===== config.mk =====
export PLATFORM = sky130hd
export DESIGN_NAME = vga_timing_gen_flat
export DESIGN_NICKNAME = d
export VERILOG_FILES = /design/src/rtl/vga_timing_gen_if.sv /design/src/rtl/vga_timing_gen.sv /design/src/flat_wrapper.sv
export SDC_FILE = /design/constraint.sdc
export NUM_CORES = 1
export LEC_CHECK = 0
export ABC_AREA = 0
export ABC_CLOCK_PERIOD_IN_PS = 5500
export CAP_MARGIN = 20
export CORE_AREA = 2 2 84 86
export DETAILED_ROUTE_END_ITERATION = 8
export DIE_AREA = 0 0 86 88
export PLACE_DENSITY = 0.55
export SLEW_MARGIN = 20
export SYNTH_ARGS = -nofsm -noshare
export SYNTH_HDL_FRONTEND = slang
export SYNTH_SLANG_ARGS = --single-unit

===== constraint.sdc =====
create_clock -name vga_clk -period 5.5 [get_ports vga_clk]
set_input_delay 0.825 -clock vga_clk [delete_from_list [all_inputs] [get_ports vga_clk]]
set_output_delay 0.825 -clock vga_clk [all_outputs]
set_load 0.01 [all_outputs]

===== src/rtl/vga_timing_gen_if.sv =====
// Raster timing bundle driven by vga_timing_gen and read by the sprite mappers and palette stages.
// Every signal here is registered at the source and is aligned to the same pixel.
interface vga_timing_gen_if;
  logic [9:0] DrawX;
  logic [9:0] DrawY;
  logic       blank;
  logic       hs;
  logic       vs;
  logic       line_start;
  logic       frame_start;

  modport master (
    output DrawX, DrawY, blank, hs, vs, line_start, frame_start
  );

  modport slave (
    input  DrawX, DrawY, blank, hs, vs, line_start, frame_start
  );
endinterface


===== src/rtl/vga_timing_gen.sv =====
// 640x480@60 raster timing generator: beam position, active-video flag, active-low syncs and
// line/frame strobes, all registered and decoded from the same next-state counter values.
module vga_timing_gen #(
  parameter int H_VISIBLE = 640,
  parameter int H_FP      = 16,
  parameter int H_SYNC    = 96,
  parameter int H_BP      = 48,
  parameter int V_VISIBLE = 480,
  parameter int V_FP      = 10,
  parameter int V_SYNC    = 2,
  parameter int V_BP      = 33
) (
  input  logic             vga_clk,
  input  logic             reset,
  vga_timing_gen_if.master vif
);

  localparam int H_TOTAL = H_VISIBLE + H_FP + H_SYNC + H_BP;
  localparam int V_TOTAL = V_VISIBLE + V_FP + V_SYNC + V_BP;
  localparam int CNT_W   = 10;
  localparam int CMP_W   = CNT_W + 1;

  generate
    if (H_TOTAL > 1024 || V_TOTAL > 1024 || H_TOTAL < 1 || V_TOTAL < 1) begin : g_bad_totals
      $error("vga_timing_gen: H_TOTAL=%0d / V_TOTAL=%0d must lie in 1..1024", H_TOTAL, V_TOTAL);
    end
  endgenerate

  localparam logic [CNT_W-1:0] H_LAST   = CNT_W'(H_TOTAL - 1);
  localparam logic [CNT_W-1:0] V_LAST   = CNT_W'(V_TOTAL - 1);
  localparam logic [CMP_W-1:0] H_VIS_C  = CMP_W'(H_VISIBLE);
  localparam logic [CMP_W-1:0] V_VIS_C  = CMP_W'(V_VISIBLE);
  localparam logic [CMP_W-1:0] HS_FIRST = CMP_W'(H_VISIBLE + H_FP);
  localparam logic [CMP_W-1:0] HS_LIMIT = CMP_W'(H_VISIBLE + H_FP + H_SYNC);
  localparam logic [CMP_W-1:0] VS_FIRST = CMP_W'(V_VISIBLE + V_FP);
  localparam logic [CMP_W-1:0] VS_LIMIT = CMP_W'(V_VISIBLE + V_FP + V_SYNC);

  function automatic logic is_active(input logic [CNT_W-1:0] x, input logic [CNT_W-1:0] y);
    return ({1'b0, x} < H_VIS_C) && ({1'b0, y} < V_VIS_C);
  endfunction

  function automatic logic in_hsync(input logic [CNT_W-1:0] x);
    return ({1'b0, x} >= HS_FIRST) && ({1'b0, x} < HS_LIMIT);
  endfunction

  function automatic logic in_vsync(input logic [CNT_W-1:0] y);
    return ({1'b0, y} >= VS_FIRST) && ({1'b0, y} < VS_LIMIT);
  endfunction

  logic [CNT_W-1:0] hc_p0;
  logic [CNT_W-1:0] vc_p0;
  logic [CNT_W-1:0] hc_nxt;
  logic [CNT_W-1:0] vc_nxt;
  logic             hc_wrap;

  logic [CNT_W-1:0] drawx_p1;
  logic [CNT_W-1:0] drawy_p1;
  logic             blank_p1;
  logic             hs_p1;
  logic             vs_p1;
  logic             line_start_p1;
  logic             frame_start_p1;

  // Stage p0: raster counters. Reset parks them on the last pixel of the frame so the first
  // free-running edge lands on 0,0 and fires both strobes.
  always_comb begin
    hc_wrap = (hc_p0 == H_LAST);
    hc_nxt  = hc_wrap ? '0 : hc_p0 + CNT_W'(1);
    vc_nxt  = vc_p0;
    if (hc_wrap) begin
      vc_nxt = (vc_p0 == V_LAST) ? '0 : vc_p0 + CNT_W'(1);
    end
  end

  always_ff @(posedge vga_clk) begin
    if (reset) begin
      hc_p0 <= H_LAST;
      vc_p0 <= V_LAST;
    end else begin
      hc_p0 <= hc_nxt;
      vc_p0 <= vc_nxt;
    end
  end

  // Stage p1: output registers, every flag decoded from the same next-state position.
  always_ff @(posedge vga_clk) begin
    if (reset) begin
      drawx_p1       <= '0;
      drawy_p1       <= '0;
      blank_p1       <= 1'b0;
      hs_p1          <= 1'b1;
      vs_p1          <= 1'b1;
      line_start_p1  <= 1'b0;
      frame_start_p1 <= 1'b0;
    end else begin
      drawx_p1       <= hc_nxt;
      drawy_p1       <= vc_nxt;
      blank_p1       <= is_active(hc_nxt, vc_nxt);
      hs_p1          <= ~in_hsync(hc_nxt);
      vs_p1          <= ~in_vsync(vc_nxt);
      line_start_p1  <= (hc_nxt == '0);
      frame_start_p1 <= (hc_nxt == '0) && (vc_nxt == '0);
    end
  end

  assign vif.DrawX       = drawx_p1;
  assign vif.DrawY       = drawy_p1;
  assign vif.blank       = blank_p1;
  assign vif.hs          = hs_p1;
  assign vif.vs          = vs_p1;
  assign vif.line_start  = line_start_p1;
  assign vif.frame_start = frame_start_p1;

endmodule

===== src/flat_wrapper.sv =====
// flat-port wrapper written by rule: the top's interface ports become plain ports
module vga_timing_gen_flat 
#(
  parameter int H_VISIBLE = 640,
  parameter int H_FP      = 16,
  parameter int H_SYNC    = 96,
  parameter int H_BP      = 48,
  parameter int V_VISIBLE = 480,
  parameter int V_FP      = 10,
  parameter int V_SYNC    = 2,
  parameter int V_BP      = 33
)
  (vga_clk, reset, vif_DrawX, vif_DrawY, vif_blank, vif_hs, vif_vs, vif_line_start, vif_frame_start);
  vga_timing_gen_if vif_i ();
  input  logic vga_clk;
  input  logic reset;
  output wire logic [$bits(vif_i.DrawX)-1:0] vif_DrawX;
  output wire logic [$bits(vif_i.DrawY)-1:0] vif_DrawY;
  output wire logic [$bits(vif_i.blank)-1:0] vif_blank;
  output wire logic [$bits(vif_i.hs)-1:0] vif_hs;
  output wire logic [$bits(vif_i.vs)-1:0] vif_vs;
  output wire logic [$bits(vif_i.line_start)-1:0] vif_line_start;
  output wire logic [$bits(vif_i.frame_start)-1:0] vif_frame_start;
  assign vif_DrawX = vif_i.DrawX;
  assign vif_DrawY = vif_i.DrawY;
  assign vif_blank = vif_i.blank;
  assign vif_hs = vif_i.hs;
  assign vif_vs = vif_i.vs;
  assign vif_line_start = vif_i.line_start;
  assign vif_frame_start = vif_i.frame_start;
  vga_timing_gen #(.H_VISIBLE(H_VISIBLE), .H_FP(H_FP), .H_SYNC(H_SYNC), .H_BP(H_BP), .V_VISIBLE(V_VISIBLE), .V_FP(V_FP), .V_SYNC(V_SYNC), .V_BP(V_BP)) u_core (.vga_clk(vga_clk), .reset(reset), .vif(vif_i));
endmodule

==> qor.yml <==
regToRegSetupSlack_ns: 2.93
maxSlewHeadroom_pct: 62.9
drt_iter0_drc: 97
clk_pin_slew_worst_paths_ns: 0.08
ctsResizeCount: 0
yosys_warnings: 0
drt_pass1_iterations: 4
arrival_ns: 2.75
finalSetupTns_ns: 0
post-dp-hpwl_mm: 2.98
top_layer_used: "met4"
min_period_over_period_pct: 46.8
async_flop_share_pct: 0
crit_path_start_kind: "flip-flop"
nFillCells: 696
drive_gt1_share_pct: 10.0
worst_slew_pin_slew_ns: 0.556
clock_latency_ns: 0.29
die_w_um: 86
coreArea_um2: 6640
crit_type: "flip-flop to flip-flop"
avgViaCountPerCell: 5.21
synth.distinct_cells: 53
critPathCaptureType: "flip-flop"
antenna_left: 0
internal_power_uw: 703
met1Wirelength_mm: 2.04
pwr-share-comb_pct: 43.9
pwr-share-seq_pct: 36.0
power_density_nw_per_um2: 532
fin_crit_ns: 2.57
status: "complete, no violations"
rsz0062_at_grt: "no"
port-buffer-count: 26
grt_max_degree: 31
rr_worst_depth: 6
max_freq_mhz: 389
cts-root-buf: "clkbuf_8"
setup_viol: 0
ys_seq_elements: 35
cap_violations: 0
p_leak_uw: 0.000795
cts_buffers: 5
grt_pass1_vias: 1510
drcViolationCount: 0
required_ns: 5.67
cts_max_path_buffers: 2
regArea_um2: 701
synth-edff-count: 0
met2_length_mm: 2.04
hp-class: "flip-flop to flip-flop"
row_count: 30
start_util_pct: 29.0
multiInputGateArea_um2: 1040
cts_setup_buffers: 0
crit_end: "u_core.vif.vs"
syn_inst: 222
yosysSeqAreaShare_pct: 36.4
power_frac_clock_pct: 20.1
antennaDiodeCount: 0
syn_avg_cell_area_um2: 8.67
path_max_fanout: 16
finish.net_count: 234
fin_util_pct: 33.6
hold_viol_final: 0
areaGrowthSynthToFinish_pct: 16.1
dieArea_um2: 7570
gp_congestion: 0.796
finalClockSkew_ns: 0.00311
slew_viol_final: 0
grtUsageTotal_pct: 12.0
routedWlPerCell_um: 13.9
finalPower_uw: 1190
chipHeight_um: 88
power.switching_uw: 484
postCtsHoldBufs: 0
hold-worst-slack_ns: 0.535
wl_mm: 4.30
num_io_pins: 27
grt_first_pass_wirelength_mm: 7.22
ir_drop_v: 0.000277
ys.flop_type: "dfxtp_1"
syn_area_um2: 1920
antenna_found_initial: 0
p_sw_share_pct: 40.8
syn-num-nets: 227
startpoint: "u_core.hc_p0[0]"
cts_tree: "yes"
cts.sinks: 35
routed-wl-met3_um: 155
grt_overflow_total: 0
rr_endpoint: "u_core.vif.vs"
timing.rr.start: "u_core.hc_p0[0]"
via_count: 1616
htreeDepth: 2
==> per-layer routing <==
layer / vias to the layer above / global-route usage, %
met1: 764 / 15.1
met5: - / 0
met3: 7 / 2.64
met4: 0 / 4.47
met2: 36 / 20.2
li1: 809 / -
==> layout make-up <==
| type | instances | area share [%] |
|---|---|---|
| clock inverters | 3 | 1.96 |
| multi-input cells | 156 | 46.4 |
| inverters | 4 | 0.672 |
| repair buffers | 27 | 12.0 |
| well taps | 80 | 4.48 |
| flip-flops and latches | 35 | 31.4 |
| clock buffers | 5 | 3.08 |
==> kinds of logic after synthesis <==
group	count (synthesis)	share of synthesized area, %
flip-flops	35	36.4
XOR/XNOR	9	4.10
AO/OA/AOI/OAI	39	13.7
multiplexers	2	1.11
AND/OR/NAND/NOR	103	33.0
buffers and inverters	31	9.69
adder cells (fa/ha/maj)	3	1.95
==> per-stage QoR <==
step	setup WS, ns	area (um^2)	std cells
floorplan	3.37	1920	222
global placement	3.03	2120	302
detailed placement	2.95	2120	302
CTS	2.94	2230	310
global route	2.71	2230	310
finish	2.93	2230	310
==> registers in the layout (all words and copies together) (netlist names) <==
signal,flops
u_core.vif.DrawX,10
u_core.vif.DrawY,10
u_core.hc_p0,7
u_core.vc_p0,3
u_core.vif.blank,1
u_core.vif.frame_start,1
u_core.vif.hs,1
u_core.vif.line_start,1
u_core.vif.vs,1
==> placed cells by master, fill, tap and decap left out, types with 2 or more instances in the layout <==
cell / n
a211o_1: 2
a211oi_1: 3
a21oi_1: 7
a22oi_1: 2
a31oi_1: 3
and3_1: 6
and4_1: 3
and4_2: 2
clkbuf_8: 5
clkdlybuf4s50_1: 26
dfxtp_1: 35
ha_1: 3
inv_1: 4
nand2_1: 14
nand2b_1: 5
nand3_1: 9
nand3b_1: 2
nand4_1: 7
nor2_1: 19
nor2b_1: 4
nor3_1: 13
nor3b_1: 2
nor4_4: 2
o21ai_0: 8
o21ai_1: 3
o21bai_1: 3
or3_1: 2
or4b_4: 2
xnor2_1: 5
xor2_1: 4
==> power by group through the flow <==
stage	clock (uW)	sequential [uW]	combinational (uW)
after CTS	241	426	525
after global routing	253	440	580
after floorplan	0	382	440
after detailed placement	0	431	522
final	238	427	522
after global placement	0	430	523
==> Yosys cell counts, types with 2 or more instances <==
cell type / n / area share (%)
o21bai_1: 3 / 1.2
a211oi_1: 3 / 1.2
nor2b_1: 4 / 1.3
clkbuf_8: 2 / 1.4
nor3_1: 13 / 3.4
or4b_4: 2 / 1.4
xor2_1: 4 / 1.8
nand4_1: 7 / 2.3
nand2_1: 14 / 2.7
a211o_1: 2 / 0.91
nand3b_1: 2 / 0.78
ha_1: 3 / 2.0
clkbuf_1: 11 / 2.1
a21oi_1: 7 / 1.8
and4_2: 2 / 1.0
o21ai_1: 3 / 0.78
nand3_1: 9 / 2.3
o21ai_0: 8 / 2.1
xnor2_1: 5 / 2.3
nor3b_1: 2 / 0.78
a31oi_1: 3 / 0.98
and3_1: 6 / 2.0
and4_1: 3 / 1.4
a22oi_1: 2 / 0.78
inv_1: 4 / 0.78
buf_4: 13 / 5.1
or3_1: 2 / 0.65
nor4_4: 2 / 2.2
dfxtp_1: 35 / 36
nand2b_1: 5 / 1.6
nor2_1: 19 / 3.7
==> worst min-delay path by stage <==
stage / slack (ns) / startpoint / end / cells past startpoint
after floorplan: 0.48 / u_core.hc_p0[0] / u_core.hc_p0[0] / 1
after global placement: 0.50 / u_core.hc_p0[0] / u_core.hc_p0[0] / 1
after detailed placement: 0.51 / u_core.hc_p0[0] / u_core.hc_p0[0] / 1
after CTS: 0.54 / u_core.hc_p0[0] / u_core.hc_p0[0] / 1
after global routing: 0.57 / u_core.hc_p0[0] / u_core.hc_p0[0] / 1
final: 0.54 / u_core.hc_p0[0] / u_core.hc_p0[0] / 1
==> critical path, stage by stage (launching register included) <==
cell	delay (ns)
dfxtp_1	0.42
ha_1	0.36
and4_1	0.31
and3_1	0.53
nand3_1	0.22
a2111oi_2	0.48
nand4bb_1	0.14
No activity file was read; power rests on OpenSTA's default activity.
==> RTL change, RTL diff (same flow settings) <==
Reset style: asynchronous (`reset`), changed in 2 clocked blocks.
--- a/src/rtl/vga_timing_gen.sv
+++ b/src/rtl/vga_timing_gen.sv
@@ -72,7 +72,7 @@
     end
   end
 
-  always_ff @(posedge vga_clk) begin
+  always_ff @(posedge vga_clk or posedge reset) begin
     if (reset) begin
       hc_p0 <= H_LAST;
       vc_p0 <= V_LAST;
@@ -83,7 +83,7 @@
   end
 
   // Stage p1: output registers, every flag decoded from the same next-state position.
-  always_ff @(posedge vga_clk) begin
+  always_ff @(posedge vga_clk or posedge reset) begin
     if (reset) begin
       drawx_p1       <= '0;
       drawy_p1       <= '0;
Function: differs if reset is asserted again (counterexample within 4 cycles, from zero or initial values and one cycle with reset high); with reset held inactive, the same outputs for 10 cycles.
==> RTL change against the unedited design <==
Critical endpoint is now u_core.vif.frame_start; cell area down 5.4%; cell count decreased by 14%; critical path depth rose by 1; fmax grew 1.6%; area after synthesis decreased by 9.1%; routed wire length down 14%; clock skew up 0.0024 ns; first-iteration DRC count grew 21%; sequential cell count unchanged; worst setup slack better by 0.041 ns; via count is 23% lower.
Power is not compared: it rests on default switching activity, and its combinational part moved more than twofold at a synthesized area within 25%.
==> RTL change: results (changes against the unedited design) <==
total track usage 10.9% (-1.1 points); ANT cells 0 (unchanged); Slew @ Worst Pin 0.544 ns (-0.0123 ns); Primary FF master, synth dfrtp_1; WL met2 1.76 mm (-14%); Post-synth ARST share 100% (+100 points); global placement routability congestion 0.813 (+2.1%); library cells used by synthesis 50 (-5.7%); Pre-Repair DR Iteration Count 4 (unchanged); status finished clean; post-DP HPWL 2.68 mm (-10%); HP Start u_core.vc_p0[9]; Place WS 2.96 ns (+0.00331 ns); Pleak around 0.00084 uW; Clock Skews 0.00548 ns (+0.00237 ns); CP max-delay cell dfstp_2; Commonest cells post-synth dfrtp_1 (23), nand2_1 (16), dfstp_2 (12); path depth of the worst reg2reg path 7 (+1); share of cells above drive strength 1 17.6% (+7.6 points); global-route wire length before repair 6.31 mm (-13%); Fmax 395 MHz (+1.6%); CP top delay family simple AND/OR/NAND/NOR gates; Synth area leaders dfrtp_1 (33%), dfstp_2 (18%), buf_4 (4.7%); Peak VDD IR 0.117 mV; vias per cell 4.67 (-10%); dpl cell area 2010 um^2 (-5.1%); crit path launch u_core.hc_p0[0]; fillers 667 (-4.2%); largest net degree at the start of global routing 36 (+16%); yosys warns 0 (unchanged); Worst Path Arrival 2.72 ns (-0.03 ns); # nets final 191 (-18%); WL met3 155 um (unchanged); GR Util met3 3.68% (+1.0 points); DR WL/cell 13.8 um (-0.21%); vias in the first global route 1,244 (-18%); Post-Syn Nets 171 (-25%); GR Util met1 14.7% (-0.41 points); FF-to-FF Start u_core.hc_p0[0]; DRT met1 WL 1.75 mm (-14%); met2 usage 16.7% (-3.5 points); post-synthesis sequential area ratio 50.9% (+15 points); First DRT Iteration DRCs 117 (+21%); Setup crit end u_core.vif.frame_start
[RTL change: report_power, final]
part           switching (uW)  internal, uW
sequential                  0           258
clock                    89.4           114
combinational            4.86          1.14
total                    94.2           373
[RTL change: worst min path at each step]
| stage | endpoint | slack, ns | cells after the start |
|---|---|---|---|
| floorplan | u_core.hc_p0[0] | 0.51 | 1 |
| global placement | u_core.vc_p0[9] | 0.57 | 1 |
| detailed placement | u_core.hc_p0[0] | 0.56 | 1 |
| CTS | u_core.vc_p0[9] | 0.58 | 1 |
| global route | u_core.vc_p0[9] | 0.59 | 1 |
| finish | u_core.vc_p0[9] | 0.57 | 1 |
[RTL change: through the flow]
stage | util, % | std cells
4_1_cts | 31.8 | 267
3_5_place_dp | 30.3 | 259
5_1_grt | 31.8 | 267
2_1_floorplan | - | 166
6_report | 31.8 | 267
3_3_place_gp | 30.3 | 259
[RTL change: cell families after synthesis]
| group | count (synthesis) | share of synthesized area (%) |
|---|---|---|
| AOI/OAI and AO/OA | 30 | 12.2 |
| xor gates and xnor gates | 11 | 5.51 |
| adders and majority gates | 3 | 2.15 |
| buffers and inverters | 23 | 7.87 |
| DFF | 35 | 50.9 |
| and+or+nand+nor | 64 | 21.3 |
[RTL change: worst reg2reg max path, stage by stage, from the launching register on]
cell and delay (ns):
dfstp_2 0.54, ha_1 0.24, and4_4 0.28, and3_1 0.51
nand2b_1 0.21, o31a_1 0.30, and4_1 0.18, and3_1 0.17
[RTL change: layout make-up]
class                   instances  share of cell area (%)
flip-flops and latches         35                    42.2
clock buffers                   8                    4.74
multi-input cells             108                    34.1
repair buffers                 27                    12.7
well taps                      80                    4.74
inverters                       9                    1.60
